### src/rtl/fsm_pkg.sv
// Shared constants and helpers for the serial pattern detector.
// The overlap option (macro FSM_OVERLAP_EN) lives in fsm_next_state.
package fsm_pkg;

    localparam int          DEFAULT_PAT_W   = 4;
    localparam int          MIN_PAT_W       = 2;
    localparam int          MAX_PAT_W       = 16;
    localparam logic [15:0] DEFAULT_PATTERN = 16'b0110;

    // Width of a state index able to hold S0..S(pat_w).
    function automatic int state_w(input int pat_w);
        return $clog2(pat_w + 1);
    endfunction

endpackage

### src/rtl/fsm_next_state.sv
// Combinational next-state logic of the pattern detector (failure-function fallback).
// Define FSM_OVERLAP_EN to let MATCH fall back through the failure function.
module fsm_next_state
    import fsm_pkg::*;
#(
    parameter int               PAT_W   = DEFAULT_PAT_W,
    parameter logic [PAT_W-1:0] PATTERN = DEFAULT_PATTERN[PAT_W-1:0],
    parameter int               SW      = state_w(PAT_W)
) (
    input  logic [SW-1:0] state,
    input  logic          in,
    output logic [SW-1:0] next
);

    // Pattern bit i counted from the first bit received (bit 0 is PATTERN[PAT_W-1]).
    function automatic logic pat_bit(input int i);
        logic [PAT_W-1:0] shifted;
        shifted = PATTERN >> (PAT_W - 1 - i);
        return shifted[0];
    endfunction

    // Longest pattern prefix that is a suffix of (first k pattern bits, then b).
    // For k < PAT_W a matching b naturally yields k+1; the result never exceeds PAT_W.
    function automatic int longest_prefix(input int k, input logic b);
        int   best;
        int   pos;
        logic ok;
        logic hist;
        best = 0;
        for (int j = 1; j <= PAT_W; j++) begin
            ok = (j <= k + 1);
            for (int i = 0; i < j; i++) begin
                pos  = k + 1 - j + i;
                hist = (pos == k) ? b : pat_bit(pos);
                if (hist != pat_bit(i)) ok = 1'b0;
            end
            if (ok) best = j;
        end
        return best;
    endfunction

    // NOTE: the default assignment before the loop keeps every path assigned, so no latch is inferred.
    always_comb begin
        next = '0;
        for (int k = 0; k <= PAT_W; k++) begin
            if (state == SW'(k)) begin
`ifdef FSM_OVERLAP_EN
                next = SW'(longest_prefix(k, in));
`else
                next = (k == PAT_W) ? SW'(longest_prefix(0, in))
                                    : SW'(longest_prefix(k, in));
`endif
            end
        end
    end

endmodule

### src/rtl/fsm.sv
// Moore serial pattern detector: state register plus registered MATCH decode.
// Overlapping detection is enabled by defining FSM_OVERLAP_EN (off by default).
module fsm
    import fsm_pkg::*;
#(
    parameter int               PAT_W   = DEFAULT_PAT_W,
    parameter logic [PAT_W-1:0] PATTERN = DEFAULT_PATTERN[PAT_W-1:0]
) (
    input  logic clk,
    input  logic reset,
    input  logic in,
    output logic out
);

    localparam int            SW    = state_w(PAT_W);
    localparam logic [SW-1:0] MATCH = SW'(PAT_W);

    if (PAT_W < MIN_PAT_W || PAT_W > MAX_PAT_W) begin : g_bad_pat_w
        $error("fsm: PAT_W must lie in 2..16");
    end

    logic [SW-1:0] state;
    logic [SW-1:0] next;

    fsm_next_state #(
        .PAT_W   (PAT_W),
        .PATTERN (PATTERN),
        .SW      (SW)
    ) u_next_state (
        .state (state),
        .in    (in),
        .next  (next)
    );

    // out is registered alongside state, so it always equals (state == MATCH).
    // NOTE: non-blocking assignments keep every flop sampling pre-edge values.
    always_ff @(posedge clk) begin
        if (reset) begin
            state <= '0;
            out   <= 1'b0;
        end else begin
            state <= next;
            out   <= (next == MATCH);
        end
    end

    state_in_range: assert property (@(posedge clk) disable iff (reset) state <= MATCH);

endmodule

### config.mk
export PLATFORM = sky130hd
export DESIGN_NAME = fsm
export DESIGN_NICKNAME = d
export VERILOG_FILES = /design/src/rtl/fsm_pkg.sv /design/src/rtl/fsm_next_state.sv /design/src/rtl/fsm.sv
export SDC_FILE = /design/constraint.sdc
export NUM_CORES = 1
export LEC_CHECK = 0
export ABC_AREA = 1
export CAP_MARGIN = 10
export CORE_AREA = 2 2 39 41
export DETAILED_ROUTE_END_ITERATION = 12
export DIE_AREA = 0 0 41 43
export GPL_TIMING_DRIVEN = 0
export SLEW_MARGIN = 0
export SYNTH_ARGS = -nofsm -noshare
export SYNTH_HDL_FRONTEND = slang
export SYNTH_SLANG_ARGS = --single-unit
### constraint.sdc
create_clock -name clk -period 0.8 [get_ports clk]
set_input_delay 0.16 -clock clk [delete_from_list [all_inputs] [get_ports clk]]
set_output_delay 0.16 -clock clk [all_outputs]
set_load 0.05 [all_outputs]
[Word-level counts from Yosys, hierarchy flattened]
Index checks and enable logic that the tools add are counted.
Storage, ports and cells
  register bits after elaboration: 4
  output and inout bits: 1
Cells by class
  equal/unequal tests: 5
  multiplexer cells: 31
  reductions and logical operators: 1
Operators with widths (number)
  two-way mux 3 bit: 10
  two-way mux 1 bit: 18
  equality test 3 x 2 -> 1 bit, second input constant: 2
  equality test 3 bit, second input constant: 2
  two-way mux 2 bit: 3
  equality test 3 x 1 -> 1 bit, second input constant: 1
  logical NOT 3 bit: 1

[Depth between registers and ports, before layout]
  depth in word-level cells: 10
  gate-level depth with buffers: 3

[Cells and area by module]
From an unflattened synthesis, not the netlist that was laid out.
Unflattened totals
  cells, all modules: 24
  area total of the unflattened synthesis: 167.7 um^2
By module, submodules not included
  fsm: instances 1, cells an instance 13, area an instance 118.9 um^2
  fsm_next_state: instances 1, cells an instance 11, area an instance 48.8 um^2

[Worst setup path after synthesis]
No wires, ideal clock.
  path kind: flip-flop to output port
  from: register out
  to: output out
  data arrival time: 587 ps
  required time: 640 ps
  path slack: 53 ps
  stages on the path, launching flop included: 1
  buffers on the path: 0
  path through: dfxtp_1
RTL lines
  start: declaration: RTL line fsm.sv:12  | output logic out
  start signal: assignment: RTL line fsm.sv:43  | out <= (next == MATCH);
No word-level cell between the ends.

[Worst setup path after layout]
  from: register out
  to: output out
No word-level cell between the ends.

==> summary.md <==
| Metric | Value |
|---|---|
| Worst R2R Setup Slack | `110 ps` |
| CTS Buffer Depth | `2` |
| Via count | `142` |
| Core area | `1384 µm²` |
| CP Buf/Inv Count | `1` |
| Critical path's slowest cell | `dfxtp_2` |
| CP max FO | `1` |
| Slew HR | `0.9060` |
| Vias/cell | `3.227` |
| H-tree levels | `1` |
| WL final | `308 µm` |
| GRT Overall Usage | `0.05015` |
| # setup viols final | `1` |
| DRT iter0 DRCs | `2` |
| Leak | `0.00009934 µW` |
| Post-Syn Area | `153.9 µm²` |
| CTS tree | `built` |
| Initial Utilization | `0.1112` |
| IO Count | `4` |
| First-pass GRT wire length | `503 µm` |
| # diodes | `0` |
| Crit-path cells | `buf_6` |
| Share of post-route cells with drive strength above 1 | `0.2143` |
| Finished Layout Cells | `44` |
| Placer Congestion | `0.6697` |
| Setup WS post-layout | `-55.16 ps` |
| CP max stage delay | `310 ps` |
| Worst hold-check path type | `primary input to flip-flop` |
| Top achievable clock speed | `1169 MHz` |
| RR Endpoint | `state[1]` |
| Die ar. | `1763 µm²` |
| Final Max Slew Viols | `0` |
| Filler Cell Count | `157` |
| Largest net degree at the start of global routing | `5` |
| Yosys cell types | `8` |
| Post-Syn Instances | `22` |
| Initial antenna violation count | `0` |
| Hold path start | `in` |
| WS Path Type | `flip-flop to output port` |
| I/O Buffers | `3` |
| Status | `finished, violations left` |
| Area grow syn2layout | `48.78%` |
| Worst Hold Depth | `3` |
| Drt drc | `0` |
| Dpl ws | `-449.6 ps` |
| Unrepaired setup endpoints after global routing | `true` |
| Req. time, crit path | `640 ps` |
| Setup crit end kind | `output port` |
| CTS buffer count | `3` |
| Die X | `41 µm` |
| Max IR drop VDD | `0.4231 mV` |
| Register area share after synthesis | `0.5203` |
| Clk_lat worst skew | `230 ps` |
| Hold endpoint | `state[1]` |
| YS warnings | `0` |
| Skew final | `2.632 ps` |
| Routed WL per cell | `7.000 µm` |
| GR Overflow Total | `0` |
| Final Hold Fails | `0` |
| Fin Setup TNS | `-55.16 ps` |
| Fin crit share | `1.069` |
| Crit path max-delay family | `flip-flops` |
| Failing checks | `setup timing` |
| Root Driver | `clkbuf_4` |
| Row count | `14` |
| PD cells | `2150 nW/µm²` |
| ANT nets after route | `0` |
| Clock transition at the registers of the reported paths | `40 ps` |
| #FFs+latches synth | `4` |
| DIE HEIGHT | `43 µm` |
| Worst Tran Pin Value | `139.5 ps` |
| Minimum clock period | `855.2 ps` |
| Post-placement cell count | `41` |
| Vias in the first global route | `163` |
| Syn_nets | `25` |
| Most frequent cells in the layout | `nand2_1, inv_1, nor2_1, clkbuf_4, dfxtp_1` |
| Nets | `33` |
| Hold buffers post-CTS | `0` |
| Clock Sinks | `4` |
| DR pass1 iterations | `2` |
| Leading cell type in the layout, fill and taps excluded | `nand2_1` |
| Arrival time worst endpoint | `700 ps` |
| R2R depth | `3` |
| Total of max-cap violations | `0` |
| Post-DP HPWL | `252.4 µm` |
| Reg-to-reg startpoint | `state[1]` |
| Setup crit start kind | `flip-flop` |
| Synth Area per Inst | `6.995 µm²` |
routing by layer:
layer	vias up	wire [µm]	global-route usage
met5	-	0	0
met3	0	30	0.03141
met2	2	172	0.07188
met1	64	106	0.02885
li1	76	-	-
met4	0	0	0.08000
registers in the layout (all words and copies together) (netlist names):
| signal | count |
|---|---|
| state | 3 |
| out | 1 |
kinds of logic (layout without fill, tap and decap cells):
kind of cell	count (synthesis)	in the layout	synth area share
simple gates	11	11	0.2927
buf+inv	5	11	0.1220
flops	4	4	0.5203
compound gates	2	2	0.06498
timing repair:
item                                    4_1_cts  5_1_grt
setup buffers                                 0        0
cloned                                        0        0
gates resized for setup                       8        0
hold endpoints to repair                      0        0
endpoints found under the setup margin        1        1
power breakdown:
group          internal (µW)  switching [µW]
clock                    168            82.2
sequential               207            5.14
combinational           16.6            14.2
layout make-up:
cell class	count	area [µm²]	share of cell area
sequential	4	81.33	0.3552
multi-input combinational	13	55.05	0.2404
timing repair buffer	3	31.28	0.1366
clock buffer	3	22.52	0.09836
tap	16	20.02	0.08743
inverter	5	18.77	0.08197
through the flow:
stage               hold slack (ps)  utilization  power [µW]  area, µm²
detailed placement            510.1       0.1474       246.1      203.9
global route                  524.8       0.1655       527.5      229.0
finish                        501.0       0.1655       492.4      229.0
floorplan                     295.1            -       230.5      153.9
global placement              494.0       0.1474       245.2      203.9
CTS                           500.0       0.1655       511.4      229.0
synth_stat cells:
master	instances	area [µm²]
a21oi_1	1	5.000
nand2_1	6	22.52
inv_1	5	18.77
nor2_1	3	11.26
dfxtp_1	4	80.08
nand3_1	1	5.000
nor2_2	1	6.260
o21ai_0	1	5.000
how the worst max path moves through the flow:
stage / to / slack [ps] / start / cells after the start
4_1_cts: out / -70 / out / 1
2_1_floorplan: out / 50 / out / 0
3_5_place_dp: out / -450 / out / 1
5_1_grt: out / -80 / out / 1
3_3_place_gp: out / -450 / out / 1
6_report: out / -60 / out / 1
Power figures use the tool's default switching activity.
